[config.mk]
export PLATFORM = sky130hd
export DESIGN_NAME = tm1638_serializer_flat
export DESIGN_NICKNAME = d
export VERILOG_FILES = /design/src/rtl/tm1638_pkg.sv /design/src/rtl/tm1638_serializer_if.sv /design/src/rtl/tm1638_tick.sv /design/src/rtl/tm1638_serializer.sv /design/src/flat_wrapper.sv
export SDC_FILE = /design/constraint.sdc
export NUM_CORES = 1
export LEC_CHECK = 0
export CAP_MARGIN = 30
export CORE_UTILIZATION = 39
export DETAILED_ROUTE_END_ITERATION = 8
export SLEW_MARGIN = 10
export SYNTH_ARGS = -nofsm -noshare
export SYNTH_HDL_FRONTEND = slang
export SYNTH_SLANG_ARGS = --single-unit
[constraint.sdc]
create_clock -name i_Clk -period 1.7 [get_ports i_Clk]
set_input_delay 0.34 -clock i_Clk [delete_from_list [all_inputs] [get_ports i_Clk]]
set_output_delay 0.34 -clock i_Clk [all_outputs]
set_load 0.01 [all_outputs]
[src/rtl/tm1638_pkg.sv]
// Shared types and field positions for the TM1638 command serializer.
package tm1638_pkg;

  typedef enum logic [2:0] {
    IDLE     = 3'd0,
    FETCH    = 3'd1,
    SHIFT    = 3'd2,
    BYTE_END = 3'd3,
    GAP      = 3'd4
  } state_t;

  // Command word layout: [16]=LAST, [15:8]=reserved, [7:0]=byte
  localparam int LAST_BIT = 16;
  localparam int BYTE_MSB = 7;
  localparam int BYTE_LSB = 0;

  function automatic int max3(input int a, input int b, input int c);
    int m;
    m = (a > b) ? a : b;
    return (m > c) ? m : c;
  endfunction

endpackage

[src/rtl/tm1638_serializer_if.sv]
// FIFO-side and TM1638-bus-side signals of the serializer, bundled with modports.
interface tm1638_serializer_if #(
  parameter int DATA_WIDTH = 17
);
  // Handshake: i_Empty=0 means i_Data holds a valid head word (first-word
  // fall-through); o_Read is a one-cycle strobe that consumes that word on the
  // same clock edge it is sampled high. The bus side is a write-only 3-wire link.
  logic                  i_Empty;
  logic                  o_Read;
  logic [DATA_WIDTH-1:0] i_Data;
  logic                  o_Stb;
  logic                  o_Sclk;
  logic                  o_Dio;
  logic                  o_Busy;

  modport master (
    input  i_Empty,
    input  i_Data,
    output o_Read,
    output o_Stb,
    output o_Sclk,
    output o_Dio,
    output o_Busy
  );

  modport slave (
    output i_Empty,
    output i_Data,
    input  o_Read,
    input  o_Stb,
    input  o_Sclk,
    input  o_Dio,
    input  o_Busy
  );
endinterface

[src/rtl/tm1638_tick.sv]
// Loadable down-counter: loading N yields a one-cycle done pulse N-1 cycles later,
// so a phase started on the load edge lasts exactly N cycles.
module tm1638_tick #(
  parameter int W = 4
) (
  input  logic         clk,
  input  logic         rst_n,
  input  logic         load,
  input  logic [W-1:0] load_val,
  output logic         done
);

  logic [W-1:0] cnt;

  always_ff @(posedge clk or negedge rst_n) begin
    if (!rst_n) begin
      cnt <= '0;
    end else if (load) begin
      cnt <= load_val;
    end else if (cnt != '0) begin
      cnt <= cnt - W'(1);
    end
  end

  assign done = (cnt == W'(1));

endmodule

[src/rtl/tm1638_serializer.sv]
// Pops 17-bit command words from a FWFT FIFO and shifts them LSB-first onto the TM1638
// STB/CLK/DIO bus. Define TM1638_DIAG_EN to expose the FSM state on o_Diag_State.
module tm1638_serializer
  import tm1638_pkg::*;
#(
  parameter int DATA_WIDTH = 17,
  parameter int CLK_HALF   = 8,
  parameter int STB_GAP    = 16,
  parameter int BYTE_GAP   = 4
) (
  input  logic i_Clk,
  input  logic i_Rst_n,
`ifdef TM1638_DIAG_EN
  output logic [2:0] o_Diag_State,
`endif
  tm1638_serializer_if.master bus
);

  localparam int CNT_W = $clog2(max3(CLK_HALF, STB_GAP, BYTE_GAP) + 1);

  state_t          state, state_next;
  logic [7:0]      shreg, shreg_next;
  logic            last, last_next;
  logic [2:0]      bit_cnt, bit_cnt_next;
  logic            stb_q, stb_next;
  logic            sclk_q, sclk_next;
  logic            dio_q, dio_next;
  logic            read_q, read_next;
  logic            busy_q;
  logic            tick_load, tick_done;
  logic [CNT_W-1:0] tick_val;

  logic [DATA_WIDTH-1:0] head;
  logic                  unused_reserved;

  assign head            = bus.i_Data;
  assign unused_reserved = ^head[15:8];

  tm1638_tick #(.W(CNT_W)) u_tick (
    .clk      (i_Clk),
    .rst_n    (i_Rst_n),
    .load     (tick_load),
    .load_val (tick_val),
    .done     (tick_done)
  );

  always_ff @(posedge i_Clk or negedge i_Rst_n) begin
    if (!i_Rst_n) begin
      state   <= IDLE;
      shreg   <= '0;
      last    <= 1'b0;
      bit_cnt <= '0;
      stb_q   <= 1'b1;
      sclk_q  <= 1'b1;
      dio_q   <= 1'b1;
      read_q  <= 1'b0;
      busy_q  <= 1'b0;
    end else begin
      state   <= state_next;
      shreg   <= shreg_next;
      last    <= last_next;
      bit_cnt <= bit_cnt_next;
      stb_q   <= stb_next;
      sclk_q  <= sclk_next;
      dio_q   <= dio_next;
      read_q  <= read_next;
      busy_q  <= (state_next != IDLE);
    end
  end

  always_comb begin
    state_next   = state;
    shreg_next   = shreg;
    last_next    = last;
    bit_cnt_next = bit_cnt;
    stb_next     = stb_q;
    sclk_next    = sclk_q;
    dio_next     = dio_q;
    read_next    = 1'b0;
    tick_load    = 1'b0;
    tick_val     = '0;
    unique case (state)
      IDLE: begin
        // STB is left untouched here so a LAST=0 word keeps the frame open
        if (!bus.i_Empty) begin
          shreg_next = head[BYTE_MSB:BYTE_LSB];
          last_next  = head[LAST_BIT];
          read_next  = 1'b1;
          state_next = FETCH;
        end
      end
      FETCH: begin
        stb_next     = 1'b0;
        sclk_next    = 1'b0;
        dio_next     = shreg[0];
        bit_cnt_next = '0;
        tick_load    = 1'b1;
        tick_val     = CNT_W'(CLK_HALF);
        state_next   = SHIFT;
      end
      SHIFT: begin
        if (tick_done) begin
          if (!sclk_q) begin
            sclk_next = 1'b1;
            tick_load = 1'b1;
            tick_val  = CNT_W'(CLK_HALF);
          end else begin
            bit_cnt_next = bit_cnt + 3'd1;
            tick_load    = 1'b1;
            if (bit_cnt == 3'd7) begin
              tick_val   = CNT_W'(BYTE_GAP);
              state_next = BYTE_END;
            end else begin
              // Next bit goes out together with the falling SCLK edge
              sclk_next = 1'b0;
              dio_next  = shreg[bit_cnt_next];
              tick_val  = CNT_W'(CLK_HALF);
            end
          end
        end
      end
      BYTE_END: begin
        if (last) begin
          stb_next   = 1'b1;
          dio_next   = 1'b1;
          tick_load  = 1'b1;
          tick_val   = CNT_W'(STB_GAP);
          state_next = GAP;
        end else if (tick_done) begin
          state_next = IDLE;
        end
      end
      GAP: begin
        if (tick_done) begin
          state_next = IDLE;
        end
      end
      default: state_next = IDLE;
    endcase
  end

  assign bus.o_Read = read_q;
  assign bus.o_Stb  = stb_q;
  assign bus.o_Sclk = sclk_q;
  assign bus.o_Dio  = dio_q;
  assign bus.o_Busy = busy_q;

`ifdef TM1638_DIAG_EN
  assign o_Diag_State = state;
`endif

endmodule

[src/flat_wrapper.sv]
// flat-port wrapper written by rule: the top's interface ports become plain ports
module tm1638_serializer_flat import tm1638_pkg::*;
#(
  parameter int DATA_WIDTH = 17,
  parameter int CLK_HALF   = 8,
  parameter int STB_GAP    = 16,
  parameter int BYTE_GAP   = 4
)
  (i_Clk, i_Rst_n, bus_i_Empty, bus_i_Data, bus_o_Read, bus_o_Stb, bus_o_Sclk, bus_o_Dio, bus_o_Busy);
  tm1638_serializer_if #(.DATA_WIDTH(DATA_WIDTH)) bus_i ();
  input  logic i_Clk;
  input  logic i_Rst_n;
  input wire logic [$bits(bus_i.i_Empty)-1:0] bus_i_Empty;
  input wire logic [$bits(bus_i.i_Data)-1:0] bus_i_Data;
  output wire logic [$bits(bus_i.o_Read)-1:0] bus_o_Read;
  output wire logic [$bits(bus_i.o_Stb)-1:0] bus_o_Stb;
  output wire logic [$bits(bus_i.o_Sclk)-1:0] bus_o_Sclk;
  output wire logic [$bits(bus_i.o_Dio)-1:0] bus_o_Dio;
  output wire logic [$bits(bus_i.o_Busy)-1:0] bus_o_Busy;
  assign bus_i.i_Empty = bus_i_Empty;
  assign bus_i.i_Data = bus_i_Data;
  assign bus_o_Read = bus_i.o_Read;
  assign bus_o_Stb = bus_i.o_Stb;
  assign bus_o_Sclk = bus_i.o_Sclk;
  assign bus_o_Dio = bus_i.o_Dio;
  assign bus_o_Busy = bus_i.o_Busy;
  tm1638_serializer #(.DATA_WIDTH(DATA_WIDTH), .CLK_HALF(CLK_HALF), .STB_GAP(STB_GAP), .BYTE_GAP(BYTE_GAP)) u_core (.i_Clk(i_Clk), .i_Rst_n(i_Rst_n), .bus(bus_i));
endmodule
; ---- Word level (Yosys, flattened, before mapping)
; Cells that the tools add are included.
[totals]
reg_bits = 25
in_bits = 20
output_inout_bits = 5
wordCells = 70
[classes]
n_addsub = 2
magnitude_cmp = 1
n_eq_ne = 10
muxes = 34
n_bitwise = 1
n_reduce_logical = 12
[op_table]
columns = cell, n
row1 = $mux W5, 5
row2 = $mux W3, 8
row3 = $pmux W3 S5, 1
row4 = $pmux W5 S3, 1
row5 = $mux W1, 12
row6 = $eq A3 B2 Y1 const B, 2
row7 = $eq A3 B3 Y1 const B, 2
row8 = $ne A2 B1 Y1 const B, 3
row9 = $pmux W1 S3, 2
row10 = $pmux W3 S2, 1
row11 = $reduce_and A2 Y1, 3
row12 = $reduce_bool A2 Y1, 3
row13 = $reduce_bool A3 Y1, 2
row14 = $eq A5 B1 Y1 const B, 1
row15 = $reduce_and A5 Y1, 1
row16 = $reduce_bool A5 Y1, 1
row17 = $sub A5 B1 Y5 const B, 1
row18 = $lt A3 B4 Y1 const B, 1
row19 = $mux W4, 1
row20 = $pmux W1 S2, 2
row21 = $add A3 B1 Y3 const B, 1
row22 = $bmux W1 S3, 1
row23 = $eq A3 B1 Y1 const B, 1
row24 = $logic_not A3 Y1, 1
row25 = 3 further kinds, 3

; ---- Depth between registers and ports, before layout
; Gate-level depths: netlist of run 1.
[depth]
ltp_word = 7
mapped_depth = 6
mapped_depth_nobuf = 6

; ---- Hierarchy
; A second synthesis of run 1 with hierarchy kept.
[hier_totals]
hier_cells = 116
hier_area_um2 = 1300.0
[modules_own_cells]
columns = mod, n_inst, cells_per_inst, area_each_um2, seq_area_each_um2
row1 = tm1638_serializer, 1, 87, 997.2, 504.2
row2 = tm1638_tick, 1, 29, 302.8, 125.1

; ---- Least setup slack after synthesis of run 1
; Ideal clock, no wire load.
[synth_timing]
path_type = reg2reg
startpoint = register u_core.u_tick.cnt[1]
endpoint = register u_core.dio_q (netlist: u_core.bus.o_Dio)
setup_ns = 0.084
arrival_time_ns = 1.732
required_ns = 1.616
path_slack_ns = -0.116
stages_incl_launch_ff = 7
n_path_buf = 0
period_less_slack_ns = 1.816
cell_sequence = dfrtp_1 inv_1 ha_1 or4b_4 or3_1 a211oi_1 a2bb2oi_1
[synth_between]
elab_chain_len = 3
[synth_lines]
columns = item, line_no
row1 = "start, declared", tm1638_tick.sv:13  ; logic [W-1:0] cnt;
row2 = "start signal, assigned", tm1638_tick.sv:19  ; cnt <= load_val;
row3 = "start signal, assigned", tm1638_tick.sv:21  ; cnt <= cnt - W'(1);
row4 = $eq A5 B1 Y1, tm1638_tick.sv:25  ; assign done = (cnt == W'(1));
row5 = $ne A2 B1 Y1 (no line), n/a
row6 = $reduce_and A5 Y1 (no line), n/a
row7 = "end signal, assigned", tm1638_serializer.sv:65  ; dio_q <= dio_next;
row8 = "end, declared", tm1638_serializer.sv:27  ; logic dio_q, dio_next;
; No other way between the ends.
; A chain may end at the register's enable or synchronous reset.

; ---- Worst setup path after layout of run 1
; Same ends and word-level chain as after synthesis.

==> reports/qor.csv, run 1 <==
stage;metric;value;unit
setup_path;CP peak stage delay;0.51;ns
setup_path;CP arrival;2.11;ns
clock_tree;Clock transition at path regs;0.14;ns
setup_path;crit end category;register;
power;PD cells;518;nW/um^2
clock_tree;Clock Latency Late Sink;0.32;ns
outcome;status;finished with violations;
sta;setup TNS;-0.688;ns
placement;final RePlAce weighted congestion;0.793;
sta;Layout Skew;0.0115;ns
yosys;ys flop type;dfrtp_1;
yosys;Netlist Area Pre-Place;1380;sq um
final_layout;ant diodes;0;
yosys;top-area cell type share of the netlist area;39.9;%
die;row cnt;21;
global_routing;GRT Total Usage;17.6;%
detailed_routing;routed wire length;2830;microns
setup_path;CP Max Fanout;5;
sta;Slew Limit Fails;0;
yosys;Yosys cell types;43;
sta;crit share post-route;109;%
sta;Slew HR;61.6;%
detailed_routing;Iteration-0 DRC Markers;24;
yosys;Mean Syn Cell Area;10.8;sq um
power;sequential power share;65.5;%
power;combinational power share;6.3;%
setup_path;crit path launch type;register;
yosys;Synth Instances;128;
final_layout;layout cells sized above 1;35.2;%
detailed_routing;1st-pass router iterations;4;
yosys;Warnings, synthesis;0;
placement;Buffers on Ports;16;
detailed_routing;routed vias;1076;
power;Switching Share;22.0;%
placement;DP Area;1730;sq um
run;Max-Cap Viols;0;
sta;FMAX;539;MHz
yosys;Post-synth top cells;dfrtp_1, mux2_2, nand2_1;
yosys;sequential area share after synthesis;45.6;%
power;Pwr Total;0.941;mW
clock_tree;H-tree depth;1;
die;die area;3780;sq um
power;internal power;0.734;mW
power;P_sw;0.207;mW
yosys;EDFF count, synth;0;
yosys;ys async rst share;100;%
yosys;synth top area cells;dfrtp_1, mux2_2, dfstp_2;
sta;Tightest Pin Transition;0.570;ns
clock_tree;root buffer cell;clkbuf_4;
setup_path;Setup Crit Path Kind;reg2reg;
final_layout;Area growth syn-to-layout;31.4;%
final_layout;layout net count;188;
setup_path;worst-path cell chain;inv_2 > ha_4 > or4b_4 > or3_4 > a211oi_4 > a2bb2oi_2;
yosys;Yosys top cell by area;dfrtp_1;
sta;# setup viols final;7;
power;Peak VDD IR;306;uV
min_path;type of the worst min-delay path;in2async;
sta;min Tclk post-route;1.85;ns
final_layout;Finished Layout Cells;208;
clock_tree;CTS Buf Count;3;
placement;Inst Count DP;200;
power;Clock Power Share;28.2;%
global_routing;grt ovf;0;
detailed_routing;post-route ant nets;0;
die;initial core utilization;41.1;%
sta;final setup margin;-0.155;ns
final_layout;Design Area, Final;1820;sq um
global_routing;initial antenna violation count;0;
clock_tree;TritonCTS clock tree;yes;
yosys;top-count cell post-synth;dfrtp_1;
die;die width;61.5;microns
placement;HPWL after DPL;2100;microns
setup_path;WP buf/inv;1;
clock_tree;clock tree buffer depth;2;
setup_path;CP Data Required Time;1.96;ns
global_routing;largest net degree at the start of global routing;26;
detailed_routing;vias per cell;5.17;
detailed_routing;routed len/inst;13.6;microns
die;die height;61.5;microns
die;Top Ports;25;
setup_path;Critical-path top delay cell;or4b_4;
power;Leak Pwr;0.759;nW
yosys;synthesized net count;153;
clock_tree;hold-fix buffers at CTS;0;
sta;Fin. Hold Viols;0;
yosys;Yosys reg bits;25;
setup_path;Largest delay share family, worst path;simple AND/OR/NAND/NOR gates;
global_routing;vias in the first global route;1082;
global_routing;first-pass GRT wire length;4840;microns
clock_tree;CTS Sinks;25;
outcome;failing checks;setup timing;
die;Core Box Area;3360;sq um
detailed_routing;Post-route DRC;0;
sta;setup repair after global routing missed its margin;yes;
[final cells by class]
type                       count  area (sq um)
timing repair buffer          38           322
sequential                    25           629
tap                           46          57.6
fill                         331          1550
clock inverter                 1          5.00
clock buffer                   3          22.5
multi-input combinational     91           764
inverter                       4          15.0
[cells by family (layout without fill, tap and decap cells)]
logic type	count (synthesis)	count (layout)	share of synthesized area, %
adder cells (fa/ha/maj)	5	5	4.53
multiplexers	13	13	11.2
XOR/XNOR	4	4	2.54
AO/OA/AOI/OAI	28	28	15.7
flip-flops	25	25	45.6
buffers and inverters	12	46	3.35
AND/OR/NAND/NOR	41	41	17.1
[flip-flops by register name, indices dropped and copies added (netlist names)]
signal and flops:
u_core.bit_cnt 3, u_core.bus.o_Busy 1, u_core.bus.o_Dio 1, u_core.bus.o_Read 1, u_core.bus.o_Sclk 1, u_core.bus.o_Stb 1, u_core.last 1, u_core.shreg 8
u_core.state 3, u_core.u_tick.cnt 5
[final timing paths]
kind / start / endpoint / slack, ns / cells after the start
worst max-delay path: u_core.u_tick.cnt[1]$_DFFE_PN0P_ / u_core.bus.o_Dio$_DFFE_PN1P_ / -0.15 / 6
worst min-delay path: i_Rst_n / u_core.state[0]$_DFF_PN0_ / 0.36 / 2
worst max register to register: u_core.u_tick.cnt[1]$_DFFE_PN0P_ / u_core.bus.o_Dio$_DFFE_PN1P_ / -0.15 / 6
worst min register to register: u_core.shreg[1]$_DFFE_PN0P_ / u_core.shreg[1]$_DFFE_PN0P_ / 0.52 / 1
max in group asynchronous: i_Rst_n / u_core.bus.o_Dio$_DFFE_PN1P_ / 1.03 / 2
min in group i_Clk: u_core.shreg[1]$_DFFE_PN0P_ / u_core.shreg[1]$_DFFE_PN0P_ / 0.52 / 1
[power groups by stage]
stage	registers, mW	logic (mW)	clock network, mW
5_1_grt	0.618	0.0653	0.306
3_5_place_dp	0.627	0.0601	0
3_3_place_gp	0.627	0.0584	0
2_1_floorplan	0.625	0.0165	0
4_1_cts	0.616	0.0594	0.284
6_report	0.616	0.0592	0.266
[through the flow]
stage               util, %  hold WS (ns)  setup WS [ns]
floorplan                 -        0.0444        -0.0796
global placement       51.5         0.488         -0.129
detailed placement     51.5         0.495         -0.152
CTS                    53.4         0.352         -0.162
global route           54.0         0.375         -0.211
finish                 54.0         0.356         -0.155
[metal layers]
metal / wire (microns) / up-vias / track usage, %
met3: 88 / 4 / 2.10
met5: 0 / - / 0
met2: 1440 / 18 / 31.0
met1: 1260 / 523 / 22.3
li1: - / 531 / -
met4: 34 / 0 / 5.71
[placed cells by master, fill, tap and decap left out, types with 4 or more instances in the layout]
cell type / count
nor2b_1: 4
nor2_1: 7
ha_1: 4
nand2_1: 10
mux2_2: 10
dfrtp_1: 22
a21oi_1: 4
clkdlybuf4s50_1: 13
nor3_1: 4
buf_4: 22
[repair_timing]
item | in CTS | in global routing
setup buffers | 4 | 1
endpoints found under the setup margin | 13 | 12
resized for setup | 6 | 4
pin swaps | 3 | 2
Power figures use the tool's default switching activity.
==> inputs of run 2 (changes only) <==
- CTS_BUF_LIST: default -> sky130_fd_sc_hd__clkbuf_4 sky130_fd_sc_hd__clkbuf_8
==> results of run 2 <==
No change in the layout: final DEF, timing and power equal those of run 1.
